===== config.mk =====
export PLATFORM = sky130hd
export DESIGN_NAME = la_upload_framer
export DESIGN_NICKNAME = d
export VERILOG_FILES = /design/src/rtl/la_upload_framer.sv
export SDC_FILE = /design/constraint.sdc
export NUM_CORES = 1
export LEC_CHECK = 0
export CAP_MARGIN = 15
export CELL_PAD_IN_SITES_DETAIL_PLACEMENT = 1
export CELL_PAD_IN_SITES_GLOBAL_PLACEMENT = 2
export CORE_UTILIZATION = 43
export DETAILED_ROUTE_END_ITERATION = 7
export PLACE_DENSITY_LB_ADDON = 0.1
export SLEW_MARGIN = 10
export SYNTH_ARGS = -nofsm -noshare
export SYNTH_HDL_FRONTEND = slang
export SYNTH_SLANG_ARGS = --single-unit

===== constraint.sdc =====
create_clock -name clk -period 2.77 [get_ports clk]
set_input_delay 0.831 -clock clk [delete_from_list [all_inputs] [get_ports clk]]
set_output_delay 0.831 -clock clk [all_outputs]
set_load 0.01 [all_outputs]

===== src/rtl/la_upload_framer.sv =====
// Drains captured bytes from the capture FIFO into a packet buffer, then frames
// them as HDR0 HDR1 SEQ LEN payload CHK and feeds them one byte at a time to the UART.
module la_upload_framer #(
    parameter int unsigned PKT_LEN       = 64,
    parameter int unsigned FLUSH_TIMEOUT = 50000,
    parameter logic [7:0]  HDR0          = 8'hA5,
    parameter logic [7:0]  HDR1          = 8'h5A
) (
    input  logic        clk,
    input  logic        rst_n,
    input  logic        enable,
    input  logic        flush,
    input  logic        fifo_empty,
    output logic        fifo_ren,
    input  logic [7:0]  fifo_rdata,
    output logic        tx_start,
    output logic [7:0]  tx_data,
    input  logic        tx_done,
    output logic        busy,
    output logic [15:0] pkt_cnt
);

    localparam int unsigned   AW       = (PKT_LEN > 1) ? $clog2(PKT_LEN) : 1;
    localparam int unsigned   TW       = $clog2(FLUSH_TIMEOUT) + 1;
    localparam logic [7:0]    LEN_MAX  = 8'(PKT_LEN);
    localparam logic [TW-1:0] TMO_LAST = TW'(FLUSH_TIMEOUT - 1);

    typedef enum logic [3:0] {
        ST_IDLE, ST_FILL, ST_DRAIN, ST_TX_H0, ST_TX_H1,
        ST_TX_SEQ, ST_TX_LEN, ST_TX_PL, ST_TX_CHK
    } state_t;

    state_t          state_q, state_d;
    logic [7:0]      rd_cnt_q, rd_cnt_d;
    logic [7:0]      land_cnt_q, land_cnt_d;
    logic            ren_q;
    logic [TW-1:0]   tmo_q, tmo_d;
    logic [7:0]      seq_q, seq_d;
    logic [7:0]      len_q, len_d;
    logic [7:0]      pl_idx_q, pl_idx_d;
    logic [7:0]      chk_q, chk_d;
    logic            tx_start_q, tx_start_d;
    logic [7:0]      tx_data_q, tx_data_d;
    logic [15:0]     pkt_cnt_q, pkt_cnt_d;
    logic            done_ok;
    logic [7:0]      buf_mem [PKT_LEN];

    assign fifo_ren = (state_q == ST_FILL) && !fifo_empty && (rd_cnt_q < LEN_MAX);
    assign tx_start = tx_start_q;
    assign tx_data  = tx_data_q;
    assign busy     = (state_q != ST_IDLE);
    assign pkt_cnt  = pkt_cnt_q;
    // A UART cannot finish a byte in the cycle it is started.
    assign done_ok  = tx_done && !tx_start_q;

    always_comb begin
        state_d    = state_q;
        rd_cnt_d   = rd_cnt_q;
        land_cnt_d = land_cnt_q;
        tmo_d      = tmo_q;
        seq_d      = seq_q;
        len_d      = len_q;
        pl_idx_d   = pl_idx_q;
        chk_d      = chk_q;
        tx_start_d = 1'b0;
        tx_data_d  = tx_data_q;
        pkt_cnt_d  = pkt_cnt_q;

        if (ren_q) land_cnt_d = land_cnt_q + 8'd1;

        case (state_q)
            ST_IDLE: begin
                rd_cnt_d   = '0;
                land_cnt_d = '0;
                tmo_d      = '0;
                if (enable && !fifo_empty) state_d = ST_FILL;
            end
            ST_FILL: begin
                if (fifo_ren) begin
                    rd_cnt_d = rd_cnt_q + 8'd1;
                    tmo_d    = '0;
                end else if (tmo_q != TMO_LAST) begin
                    tmo_d = tmo_q + 1'b1;
                end
                if ((rd_cnt_d == LEN_MAX) ||
                    ((rd_cnt_d != 8'd0) && (flush || (tmo_q == TMO_LAST))))
                    state_d = ST_DRAIN;
            end
            ST_DRAIN: begin
                // The last read lands this cycle, so the landed count is final here.
                len_d      = land_cnt_d;
                chk_d      = seq_q + land_cnt_d;
                pl_idx_d   = '0;
                state_d    = ST_TX_H0;
                tx_start_d = 1'b1;
                tx_data_d  = HDR0;
            end
            ST_TX_H0: if (done_ok) begin
                state_d    = ST_TX_H1;
                tx_start_d = 1'b1;
                tx_data_d  = HDR1;
            end
            ST_TX_H1: if (done_ok) begin
                state_d    = ST_TX_SEQ;
                tx_start_d = 1'b1;
                tx_data_d  = seq_q;
            end
            ST_TX_SEQ: if (done_ok) begin
                state_d    = ST_TX_LEN;
                tx_start_d = 1'b1;
                tx_data_d  = len_q;
            end
            ST_TX_LEN: if (done_ok) begin
                state_d    = ST_TX_PL;
                pl_idx_d   = '0;
                tx_start_d = 1'b1;
                tx_data_d  = buf_mem[pl_idx_d[AW-1:0]];
            end
            ST_TX_PL: if (done_ok) begin
                chk_d      = chk_q + tx_data_q;
                tx_start_d = 1'b1;
                if (pl_idx_q == len_q - 8'd1) begin
                    state_d   = ST_TX_CHK;
                    tx_data_d = chk_d;
                end else begin
                    pl_idx_d  = pl_idx_q + 8'd1;
                    tx_data_d = buf_mem[pl_idx_d[AW-1:0]];
                end
            end
            ST_TX_CHK: if (done_ok) begin
                seq_d     = seq_q + 8'd1;
                pkt_cnt_d = pkt_cnt_q + 16'd1;
                state_d   = ST_IDLE;
            end
            default: state_d = ST_IDLE;
        endcase
    end

    always_ff @(posedge clk or negedge rst_n) begin
        if (!rst_n) begin
            state_q    <= ST_IDLE;
            rd_cnt_q   <= '0;
            land_cnt_q <= '0;
            ren_q      <= 1'b0;
            tmo_q      <= '0;
            seq_q      <= '0;
            len_q      <= '0;
            pl_idx_q   <= '0;
            chk_q      <= '0;
            tx_start_q <= 1'b0;
            tx_data_q  <= '0;
            pkt_cnt_q  <= '0;
        end else begin
            state_q    <= state_d;
            rd_cnt_q   <= rd_cnt_d;
            land_cnt_q <= land_cnt_d;
            ren_q      <= fifo_ren;
            tmo_q      <= tmo_d;
            seq_q      <= seq_d;
            len_q      <= len_d;
            pl_idx_q   <= pl_idx_d;
            chk_q      <= chk_d;
            tx_start_q <= tx_start_d;
            tx_data_q  <= tx_data_d;
            pkt_cnt_q  <= pkt_cnt_d;
        end
    end

    // Buffer is only written while filling and only read while transmitting.
    always_ff @(posedge clk) begin
        if (ren_q) buf_mem[land_cnt_q[AW-1:0]] <= fifo_rdata;
    end

endmodule


# --- Word level (Yosys, flattened, before mapping) ---
# Memory sizes are Yosys's and may differ from the RTL's.
# Index checks and enable logic that the tools add are counted.
classes:
  n_addsub: 9
  order_cmp: 1
  n_eq_ne: 23
  n_mux: 35
  reduce_logical: 23
ops:
  columns: ["cell", "n"]
  rows:
  - ["$mux W8", 14]
  - ["$pmux W8 S6", 1]
  - ["$mux W4", 9]
  - ["$pmux W4 S9", 1]
  - ["$mux W17", 2]
  - ["$pmux W17 S2", 1]
  - ["$add A8 B1 Y8 const B", 4]
  - ["$pmux W8 S2", 2]
  - ["$pmux W8 S3", 1]
  - ["$ne A2 B2 Y1 const B", 9]
  - ["$add A17 B1 Y17 const B", 1]
  - ["$eq A17 B16 Y1 const B", 1]
  - ["$ne A17 B16 Y1 const B", 1]
  - ["$add A16 B1 Y16 const B", 1]
  - ["$add A8 B8 Y8", 2]
  - ["$eq A4 B3 Y1 const B", 4]
  - ["$reduce_and A9 Y1", 1]
  - ["$eq A4 B2 Y1 const B", 2]
  - ["$eq A8 B7 Y1 const B", 1]
  - ["$eq A8 B8 Y1", 1]
  - ["$lt A8 B7 Y1 const B", 1]
  - ["$reduce_bool A8 Y1", 1]
  - ["$sub A8 B1 Y8 const B", 1]
  - ["$reduce_and A2 Y1", 3]
  - ["17 further kinds", 26]
totals:
  register_bits: 95
  ramBits: 512
  memories: 1
mem_list:
  columns: ["memory", "words", "width", "read_ports", "rd_clocked_by_memory_dff", "write_ports", "line", "rtl"]
  rows:
  - ["buf_mem", 64, 8, 2, 0, 1, "46", "logic [7:0] buf_mem [PKT_LEN];"]

# --- Longest topological paths before layout ---
logic_depth:
  word_depth: 10
  ltp_mapped: 12
  depth_no_buf: 12

# --- Worst setup path after synthesis ---
# OpenSTA, ideal clock, no wires.
synth_path:
  path_type: "reg2reg"
  startpoint: "reg land_cnt_q[0]"
  endpoint: "reg chk_q[7]"
  setup_ns: 0.088
  arrival_time_ns: 2.806
  required_ns: 2.682
  setup_slack_ns: -0.124
  stages_incl_launch_ff: 11
  path_buffers: 1
  period_less_slack_ns: 2.894
  path_cell_list: "dfrtp_1 -> clkbuf_1 -> nand4_1 -> nor3_1 -> nor2_1 -> inv_1 -> ha_1 -> or3_1 -> o21ai_0 -> or4_1 -> a41oi_1"
synth_between:
  elab_chain_cells: 4
synth_rtl:
  columns: ["element", "line", "rtl"]
  rows:
  - ["start, declared", "35", "logic [7:0] land_cnt_q, land_cnt_d;"]
  - ["start signal, assigned", "156", "land_cnt_q <= land_cnt_d;"]
  - ["$add A8 B1 Y8", "69", "if (ren_q) land_cnt_d = land_cnt_q + 8'd1;"]
  - ["$mux W8 (*)", "69", null]
  - ["$add A8 B8 Y8 (*)", "92", "chk_d = seq_q + land_cnt_d;"]
  - ["$pmux W8 S2 (*)", "71", "case (state_q)"]
  - ["end signal, assigned", "162", "chk_q <= chk_d;"]
  - ["end, declared", "41", "logic [7:0] chk_q, chk_d;"]
# Every way passes the cells marked *; elsewhere a longest branch is shown, timed or not.
# A chain may end at the register's enable or synchronous reset.

# --- Final worst setup path ---
layout_path:
  startpoint: "reg pl_idx_q[0]"
  endpoint: "reg tx_data_q[0] (netlist: tx_data[0])"
layout_between:
  elab_chain_cells: 5
  word_cells_on_any_way: 6
  classes_between: "add/sub (1); eq/ne (1); mux (3); memory (1)"
layout_rtl:
  columns: ["element", "line", "rtl"]
  rows:
  - ["start, declared", "40", "logic [7:0] pl_idx_q, pl_idx_d;"]
  - ["start signal, assigned", "161", "pl_idx_q <= pl_idx_d;"]
  - ["$add A8 B1 Y8", "126", "pl_idx_d = pl_idx_q + 8'd1;"]
  - ["$mem_v2 Z64 W8", null, null]
  - ["$mux W8 (*)", "122", "if (pl_idx_q == len_q - 8'd1) begin"]
  - ["$mux W8 (*)", "119", "ST_TX_PL: if (done_ok) begin"]
  - ["$pmux W8 S6 (*)", "71", null]
  - ["end signal, assigned", "164", "tx_data_q <= tx_data_d;"]
  - ["end, declared", "43", "logic [7:0] tx_data_q, tx_data_d;"]
# Every way passes the cells marked *; elsewhere a longest branch is shown, timed or not. The select of a mux whose other input is x is not followed.

==> results.tsv <==
stage	metric	value	unit
sta	setup-tns-final	-372.6	ps
global_route	grt_pass1_vias	16034	
sta	finalCritPeriodShare	1.041	
critical_path	crit_slowest_cell	mux4_2	
pwr	seqPwrFrac	0.347	
place	portBuffers	40	
critical_path	cp-start-kind	flip-flop	
synthesis	syn_nets	1600	
synthesis	synth_compound_area_frac	0.04263	
critical_path	path_cells	ha_4 > buf_6 > buf_12 > buf_8 > mux4_2 > mux4_2 > and2_4 > a211oi_2 > a21oi_2 > a41o_1	
routing	finalWirelength	70880	um
synthesis	synth_common_cells	512 x edfxtp_1, 138 x mux4_2, 136 x nor2_1	
critical_path	crit_fanout	6	
clock_network	cts.sinks	607	
global_route	grt_use_total	0.2378	
synthesis	synth_top_family_by_area	multiplexers	
sta	finalSetupViolCount	8	
floorplan	die_area	60500	um^2
sta	hold-worst-slack	205.8	ps
final_layout	drive_gt1_frac	0.3107	
pwr	p_clk_frac	0.293	
global_route	overflow	0	
synthesis	ys_warn_count	0	
final_layout	syn_to_final_growth	24.40	%
routing	antenna_left	0	
sta	final.min_clock_period	2883	ps
sta	rsz0062_at_grt	true	
synthesis	synth_edf_count	512	
floorplan	die_w	246.0	um
floorplan	ios	41	
place	place_area	28620	um^2
global_route	grt_pass1_wl	104800	um
floorplan	die_h	246.0	um
critical_path	crit_path_frequent_cell	mux4_2	
critical_path	crit_buf_inv	3	
floorplan	coreArea	58910	um^2
sta	worstMarginPinSlew	806.1	ps
pwr	peakVddDrop	0.0005598	V
pwr	p_per_area	953.6	nW/um^2
synthesis	yosys.cell_count.top_type	edfxtp_1	
synthesis	synth_mux_area_frac	0.1338	
synthesis	synthCells	1563	
routing	drtIter0Drc	1023	
place	dpl.hpwl	45690	um
synthesis	synth.distinct_cells	68	
synthesis	yosys-top-cells-area	edfxtp_1 60%, mux4_2 12%, dfrtp_1 9.3%	
final_layout	fin_nets	1916	
hold_path	holdCritPathClass	in -> async	
pwr	intPower	0.02092	W
clock_network	hold_buffers	0	
critical_path	cp-end-kind	flip-flop	
critical_path	cp_top_family	multiplexers	
pwr	p_total	0.03036	W
critical_path	ff2ff_setup_slack	-110	ps
synthesis	synth-xor-area-share	0.02327	
status	violations	setup timing	
place	gp_congestion	0.8249	
clock_network	htree_levels	3	
sta	fin_ws	-112.5	ps
critical_path	cp_data_required_time	3260	ps
sta	final_hold_viol_count	0	
critical_path	slowest_delay	540	ps
floorplan	fp-row-count	89	
clock_network	clk_latency	610	ps
status	status	finished with violations	
sta	max_freq	346.9	MHz
synthesis	yosys.area_share.simple	0.07768	
synthesis	ys.flop_type	edfxtp_1	
synthesis	synth_area	25600	um^2
job	drv_cap	0	
pwr	leakage	11.27	nW
pwr	swShare	0.3109	
synthesis	synth_top_area_frac	0.6007	
global_route	antenna_found_initial	0	
final_layout	antenna_cells	0	
place	post-place-ws	-582.2	ps
clock_network	cts_buffer_depth	3	
routing	dr.pass1.iters	5	
clock_network	cts_tree	built	
routing	wire_per_inst	26.21	um
floorplan	initial_utilization	0.4345	
synthesis	syn_area_per_cell	16.38	um^2
pwr	combPwrFrac	0.360	
sta	slew_violations	0	
global_route	grt_max_degree	65	
routing	via_count	15224	
pwr	power.switching	0.009439	W
routing	avgViaCountPerCell	5.630	
critical_path	path_class	reg -> reg	
synthesis	seq_area_frac_synth	0.6936	
synthesis	async_flop_share	0.1565	
synthesis	synth_fa_ha_area_frac	0.01183	
critical_path	arrival	3370	ps
sta	slew_headroom	0.4626	
clock_network	clock-root-buffer	clkbuf_16	
clock_network	clkTransAtPathRegs	60	ps
clock_network	cts_buffers	67	
final_layout	final_cell_area	31840	um^2
synthesis	synth_seq_cells	607	
routing	drcViolationCount	0	
sta	skew	24.59	ps
synthesis	synth_top_cell_by_area	edfxtp_1	
metrics by stage:
stage          instances  utilization
3_3_place_gp        2517       0.4859
5_1_grt             2704       0.5405
2_1_floorplan       1563            -
6_report            2704       0.5405
3_5_place_dp        2517       0.4859
4_1_cts             2653       0.5289
what timing repair did:
action / CTS / global route
endpoints found under the hold margin: 0 / 0
gates cloned: 3 / 3
endpoints found under the setup margin: 14 / 16
resized for setup: 46 / 54
pin swaps: 10 / 38
buffers inserted: 12 / 51
layout make-up:
cell class	instances	area [um^2]
Clock buffer	85	1849
Timing Repair Buffer	328	3134
Fill cell	5483	27070
Multi-Input combinational cell	850	7707
Inverter	25	93.84
Tap cell	773	967.2
Clock inverter	36	330.3
Sequential cell	607	17760
layer usage:
layer / GRT usage / vias to the layer above / part of all wire
met5: 0 / - / 0
met4: 0.06229 / 0 / 0.024
met3: 0.04063 / 98 / 0.050
met2: 0.3999 / 343 / 0.50
met1: 0.3199 / 8020 / 0.43
li1: - / 6763 / -
layout by cell type, fill, tap and decap left out, types with 8 or more instances in the layout:
cell type,Yosys,routed
a21oi_1,46,39
and3_1,8,8
buf_12,0,30
buf_2,21,8
buf_4,2,231
buf_6,1,18
clkbuf_1,46,12
clkbuf_16,0,74
clkdlybuf4s50_1,0,28
clkinv_1,1,16
clkinv_2,0,10
dfrtp_1,95,92
edfxtp_1,512,512
ha_1,21,19
inv_1,24,21
mux2i_1,26,23
mux4_2,138,138
nand2_1,120,119
nand3_1,61,59
nand4_1,18,18
nor2_1,136,133
nor2b_1,8,8
nor3_1,21,19
o21ai_0,34,31
or3_1,10,8
xnor2_1,43,37
xor2_1,25,22
kinds of logic (layout without fill, tap and decap cells):
logic type	count (synthesis)	after routing
buffers and inverters	106	474
AO/OA/AOI/OAI	162	162
multiplexers	169	169
XOR/XNOR	68	68
AND/OR/NAND/NOR	428	428
adder cells (fa/ha/maj)	23	23
flip-flops	607	607
sequential cells by signal (all words and copies together) (netlist names):
register	count
buf_mem	512
chk_q	8
land_cnt_q	8
len_q	8
pkt_cnt	16
pl_idx_q	8
rd_cnt_q	8
ren_q	1
seq_q	8
state_q	4
tmo_q	17
tx_data	8
tx_start	1
final timing paths:
kind,end,cells after the start,from
hold reg to reg,pkt_cnt[15],1,pkt_cnt[15]
setup reg to reg,tx_data[0],10,pl_idx_q[0]
hold / removal,ren_q,1,rst_n
max in group asynchronous,tmo_q[3],2,rst_n
setup / recovery,tx_data[0],10,pl_idx_q[0]
min in group clk,pkt_cnt[15],1,pkt_cnt[15]
power by group through the flow:
| stage | Combinational, W | Sequential, W | Clock [W] |
|---|---|---|---|
| 3_5_place_dp | 0.00940 | 0.0107 | 0 |
| 2_1_floorplan | 0.00562 | 0.0106 | 0 |
| 3_3_place_gp | 0.00929 | 0.0107 | 0 |
| 4_1_cts | 0.0100 | 0.0105 | 0.00907 |
| 6_report | 0.0109 | 0.0105 | 0.00889 |
| 5_1_grt | 0.0116 | 0.0106 | 0.00940 |
Note: power is estimated with default switching activity, not from simulation.
